<file path="config.mk">
export PLATFORM = sky130hd
export DESIGN_NAME = pc_fetch
export DESIGN_NICKNAME = d
export VERILOG_FILES = /design/src/rtl/mips_defs.sv /design/src/rtl/pc_reg.sv /design/src/rtl/pc_fetch.sv
export SDC_FILE = /design/constraint.sdc
export NUM_CORES = 1
export LEC_CHECK = 0
export BUFFER_PORTS_ARGS = -buffer_cell sky130_fd_sc_hd__buf_2
export CAP_MARGIN = 20
export CORE_MARGIN = 10
export CORE_UTILIZATION = 47
export CTS_CLUSTER_DIAMETER = 60
export DETAILED_ROUTE_END_ITERATION = 10
export PLACE_DENSITY = 0.82
export SLEW_MARGIN = 30
export SYNTH_ARGS = -nofsm -noshare
export SYNTH_HDL_FRONTEND = slang
export SYNTH_HIERARCHICAL = 1
export SYNTH_SLANG_ARGS = --single-unit
</file>
<file path="constraint.sdc">
create_clock -name clk -period 1.7 [get_ports clk]
set_input_delay 0 -clock clk [delete_from_list [all_inputs] [get_ports clk]]
set_output_delay 0 -clock clk [all_outputs]
set_load 0.05 [all_outputs]
</file>
<file path="src/rtl/mips_defs.sv">
// Shared constants for the MIPS fetch front end.
// State encoding, widths and the reset PC.
package mips_defs;

  localparam int XLEN = 32;
  localparam int ILEN = 32;

  localparam logic [XLEN-1:0] RESET_PC_DEF = 32'h0000_3000;

  localparam logic [1:0] S_IDLE  = 2'd0;
  localparam logic [1:0] S_FETCH = 2'd1;
  localparam logic [1:0] S_HOLD  = 2'd2;
  localparam logic [1:0] S_ERR   = 2'd3;

  function automatic logic misaligned(input logic [XLEN-1:0] a);
    return a[1:0] != 2'b00;
  endfunction

endpackage

</file>
<file path="src/rtl/pc_reg.sv">
// Program-counter register.
// Loads d when load is high; async reset to RESET_PC.
module pc_reg
  import mips_defs::*;
#(
  parameter logic [XLEN-1:0] RESET_PC = RESET_PC_DEF
) (
  input  logic            clk,
  input  logic            rst_n,
  input  logic            load,
  input  logic [XLEN-1:0] d,
  output logic [XLEN-1:0] q
);

  always_ff @(posedge clk or negedge rst_n) begin
    if (!rst_n) q <= RESET_PC;
    else if (load) q <= d;
  end

endmodule

</file>
<file path="src/rtl/pc_fetch.sv">
// PC register and instruction-fetch sequencer.
// Fetches one word, holds it for decode, then loads npc.
module pc_fetch
  import mips_defs::*;
#(
  parameter logic [XLEN-1:0] RESET_PC = RESET_PC_DEF
) (
  input  logic            clk,
  input  logic            rst_n,
  input  logic [XLEN-1:0] npc,
  output logic [XLEN-1:0] addr,
  output logic            imem_req,
  output logic [XLEN-1:0] imem_addr,
  input  logic            imem_rvalid,
  input  logic [ILEN-1:0] imem_rdata,
  output logic [ILEN-1:0] inst,
  output logic            inst_valid,
  input  logic            inst_ready,
  output logic            adel,
  output logic [31:0]     inst_count
);

  logic [1:0] state;
  logic [1:0] state_nx;
  logic       accept;
  logic       capture;

  assign accept  = (state == S_HOLD) && inst_ready;
  assign capture = (state == S_FETCH) && imem_rvalid;

  pc_reg #(.RESET_PC(RESET_PC)) u_pc (
    .clk   (clk),
    .rst_n (rst_n),
    .load  (accept),
    .d     (npc),
    .q     (addr)
  );

  always_comb begin
    state_nx = state;
    unique case (1'b1)
      (state == S_IDLE):  state_nx = S_FETCH;
      (state == S_FETCH): if (imem_rvalid) state_nx = S_HOLD;
      (state == S_HOLD):
        if (inst_ready)
          state_nx = misaligned(npc) ? S_ERR : S_FETCH;
      default:            state_nx = S_ERR;
    endcase
  end

  always_ff @(posedge clk or negedge rst_n) begin
    if (!rst_n) begin
      state      <= S_IDLE;
      inst       <= '0;
      inst_count <= '0;
    end else begin
      state <= state_nx;
      if (capture) inst <= imem_rdata;
      if (accept) inst_count <= inst_count + 32'd1;
    end
  end

  // Moore outputs only: no path from memory inputs to outputs
  assign imem_req   = (state == S_FETCH);
  assign inst_valid = (state == S_HOLD);
  assign adel       = (state == S_ERR);
  assign imem_addr  = addr;

endmodule

</file>
==> flow_summary.json <==
{
  "finalHoldViolCount": 0,
  "synth_cell_type_count": 30,
  "holdWs_ns": 0.197,
  "worst_pin_slew_ns": 0.620,
  "fin_crit_sh": 0.947,
  "vias_per_cell": 4.92,
  "drive_above_1_share": 0.572,
  "placed_cell_area_sq_mm": 0.00530,
  "tns_ns": 0,
  "start_kind": "register",
  "drv_slew": 0,
  "drt-wirelength-per-cell_microns": 18.3,
  "cts_tree": "yes",
  "status": "finished, final reports clean",
  "seqPwrFrac": 0.386,
  "utilization": 0.678,
  "portBuffers": 198,
  "cts_made_buffers": 9,
  "syn-num-nets": 374,
  "die_x_microns": 116,
  "layout_commonest_cell": "buf_2",
  "via_count": 3290,
  "fin_crit_ns": 1.61,
  "crit_arrival_ns": 1.85,
  "grt_max_degree": 45,
  "place.gp.congestion": 0.806,
  "p_sw_frac": 0.438,
  "fin_worst_skew_ns": 0.0142,
  "path_clk_slew_ns": 0.10,
  "total_power_mw": 7.51,
  "cap_violations": 0,
  "coreArea_sq_mm": 0.00915,
  "dp_slack_ns": -0.0123,
  "min_path_type": "input port to asynchronous set/reset pin",
  "power.leakage_nw": 3.17,
  "clock_sinks": 98,
  "p_per_area_mw_per_mm2": 1210,
  "synthTopCellsByArea": "dfrtp_1 (55%), mux2_4 (10%), mux2_2 (8.8%)",
  "synth-seq-area-share": 0.562,
  "grt_pass1_wl_microns": 18600,
  "setup_viol": 0,
  "gr-usage-all-layers": 0.176,
  "ir_drop_mv": 0.822,
  "grt.overflow.total": 0,
  "crit_required_ns": 1.94,
  "synth_area_per_cell_sq_um": 14.3,
  "die_h_microns": 116,
  "p_sw_mw": 3.29,
  "yosysWarningCount": 6,
  "cp-end-kind": "register",
  "pwr-share-comb": 0.411,
  "clk_path_buf_depth": 2,
  "p_int_mw": 4.22,
  "max_slew_margin": 0.587,
  "drtPass1Iterations": 4,
  "area_growth_syn_to_layout_pct": 42.2,
  "rsz0062_at_grt": "no",
  "crit_type": "register to register",
  "synth_cells": 305,
  "rows": 35,
  "ios": 199,
  "pwr-share-clk": 0.202,
  "hpwl_microns": 8420,
  "routed_wirelength_microns": 12200,
  "synth_top_area_share": 0.550,
  "design_area_sq_mm": 0.00621,
  "grt_pass1_vias": 3582,
  "worstSkewPairLatency_ns": 0.35,
  "dieArea_sq_mm": 0.0135,
  "yosysTopAreaCell": "dfrtp_1",
  "dp_cells": 581,
  "cp_max_fo": 6,
  "cts_root_buf": "clkbuf_8",
  "antenna_found_initial": 0,
  "nNetsFinal": 620,
  "synth_area_sq_mm": 0.00437,
  "htree_levels": 3,
  "initial_utilization": 0.477,
  "fmax_mhz": 621,
  "drt-initial-drc-count": 123,
  "final_cell_mix": "buf_2 (197), dfrtp_1 (79), dlygate4sd3_1 (68)",
  "ant_nets": 0,
  "drc_errors": 0,
  "post-route-worst-setup-slack_ns": 0.0907,
  "ys_ff_latch": 98,
  "final_cells": 669
}
## path summary, 6_finish.rpt
check | start | to | slack, ns | cells after the start
setup / recovery | inst_count[1] | inst_count[28] | 0.09 | 6
hold / removal | rst_n | inst_count[7] | 0.20 | 2
setup reg to reg | inst_count[1] | inst_count[28] | 0.09 | 6
hold reg to reg | inst_count[5] | inst_count[5] | 0.49 | 1
max in group asynchronous | rst_n | inst_count[0] | 0.88 | 3
min in group clk | imem_rdata[18] | inst[18] | 0.41 | 3
## synth_stat cells
| library cell | number |
|---|---|
| dfrtp_1 | 96 |
| nand3b_4 | 1 |
| mux2_2 | 34 |
| nand4_1 | 11 |
| buf_2 | 4 |
| or2_1 | 1 |
| buf_12 | 3 |
| nor3_2 | 4 |
| and3_1 | 4 |
| xnor2_1 | 29 |
| o41ai_1 | 1 |
| nor2b_1 | 2 |
| nand2_1 | 11 |
| nor4_4 | 2 |
| and2_1 | 1 |
| xor2_1 | 2 |
| nand4b_2 | 1 |
| clkbuf_1 | 1 |
| nand4b_1 | 2 |
| and4_1 | 4 |
| ha_1 | 1 |
| buf_4 | 32 |
| nand3_1 | 15 |
| dfstp_2 | 2 |
| nor2_1 | 3 |
| mux2_4 | 30 |
| a21boi_0 | 1 |
| and2b_1 | 1 |
| buf_6 | 1 |
| inv_1 | 5 |
## worst max-delay path: stages (launching register included)
cell and delay (ns):
dfrtp_2 0.42, ha_4 0.16, nand4b_4 0.13, nor4_4 0.31
buf_4 0.20, nand4_1 0.13, xnor2_1 0.16
## cells by family after synthesis
kind of cell | Yosys count | share of synthesized area
adder cells (fa/ha/maj) | 1 | 0.00286
XOR/XNOR | 31 | 0.0622
buffers and inverters | 46 | 0.0811
AO/OA/AOI/OAI | 2 | 0.00373
flip-flops | 98 | 0.562
AND/OR/NAND/NOR | 63 | 0.0971
multiplexers | 64 | 0.191
## routing by layer
metal / GRT usage / share of wire / vias up
li1: - / - / 1512
met1: 0.187 / 0.38 / 1592
met2: 0.299 / 0.50 / 161
met3: 0.0719 / 0.10 / 25
met4: 0.0792 / 0.026 / 0
met5: 0 / 0 / -
## layout make-up
class	count	area, sq um
Clock inverter	6	65.1
Multi-Input combinational cell	161	1580
Antenna cell	2	5.00
Tap cell	111	139
Clock buffer	10	138
Sequential cell	98	2480
Timing Repair Buffer	276	1790
Fill cell	622	2940
Inverter	5	18.8
## flip-flops by register name (all words and copies together) (netlist names)
name	count
u_pc/q	32
state	2
inst_count	32
inst	32
## power by group through the flow
| stage | Sequential (mW) | Combinational, mW | Clock, mW |
|---|---|---|---|
| after floorplan | 4.12 | 1.23 | 0 |
| after global placement | 2.90 | 2.96 | 0 |
| after detailed placement | 2.94 | 2.97 | 0 |
| after CTS | 2.89 | 3.10 | 1.58 |
| after global routing | 2.95 | 3.20 | 1.67 |
| final | 2.90 | 3.09 | 1.52 |
## repair_timing
item,CTS,global route
setup buffers,0,2
hold buffers,68,0
setup endpoints to repair,3,7
pin swaps,1,1
endpoints found under the hold margin,106,0
resized for setup,0,1
Power figures use the tool's default switching activity.
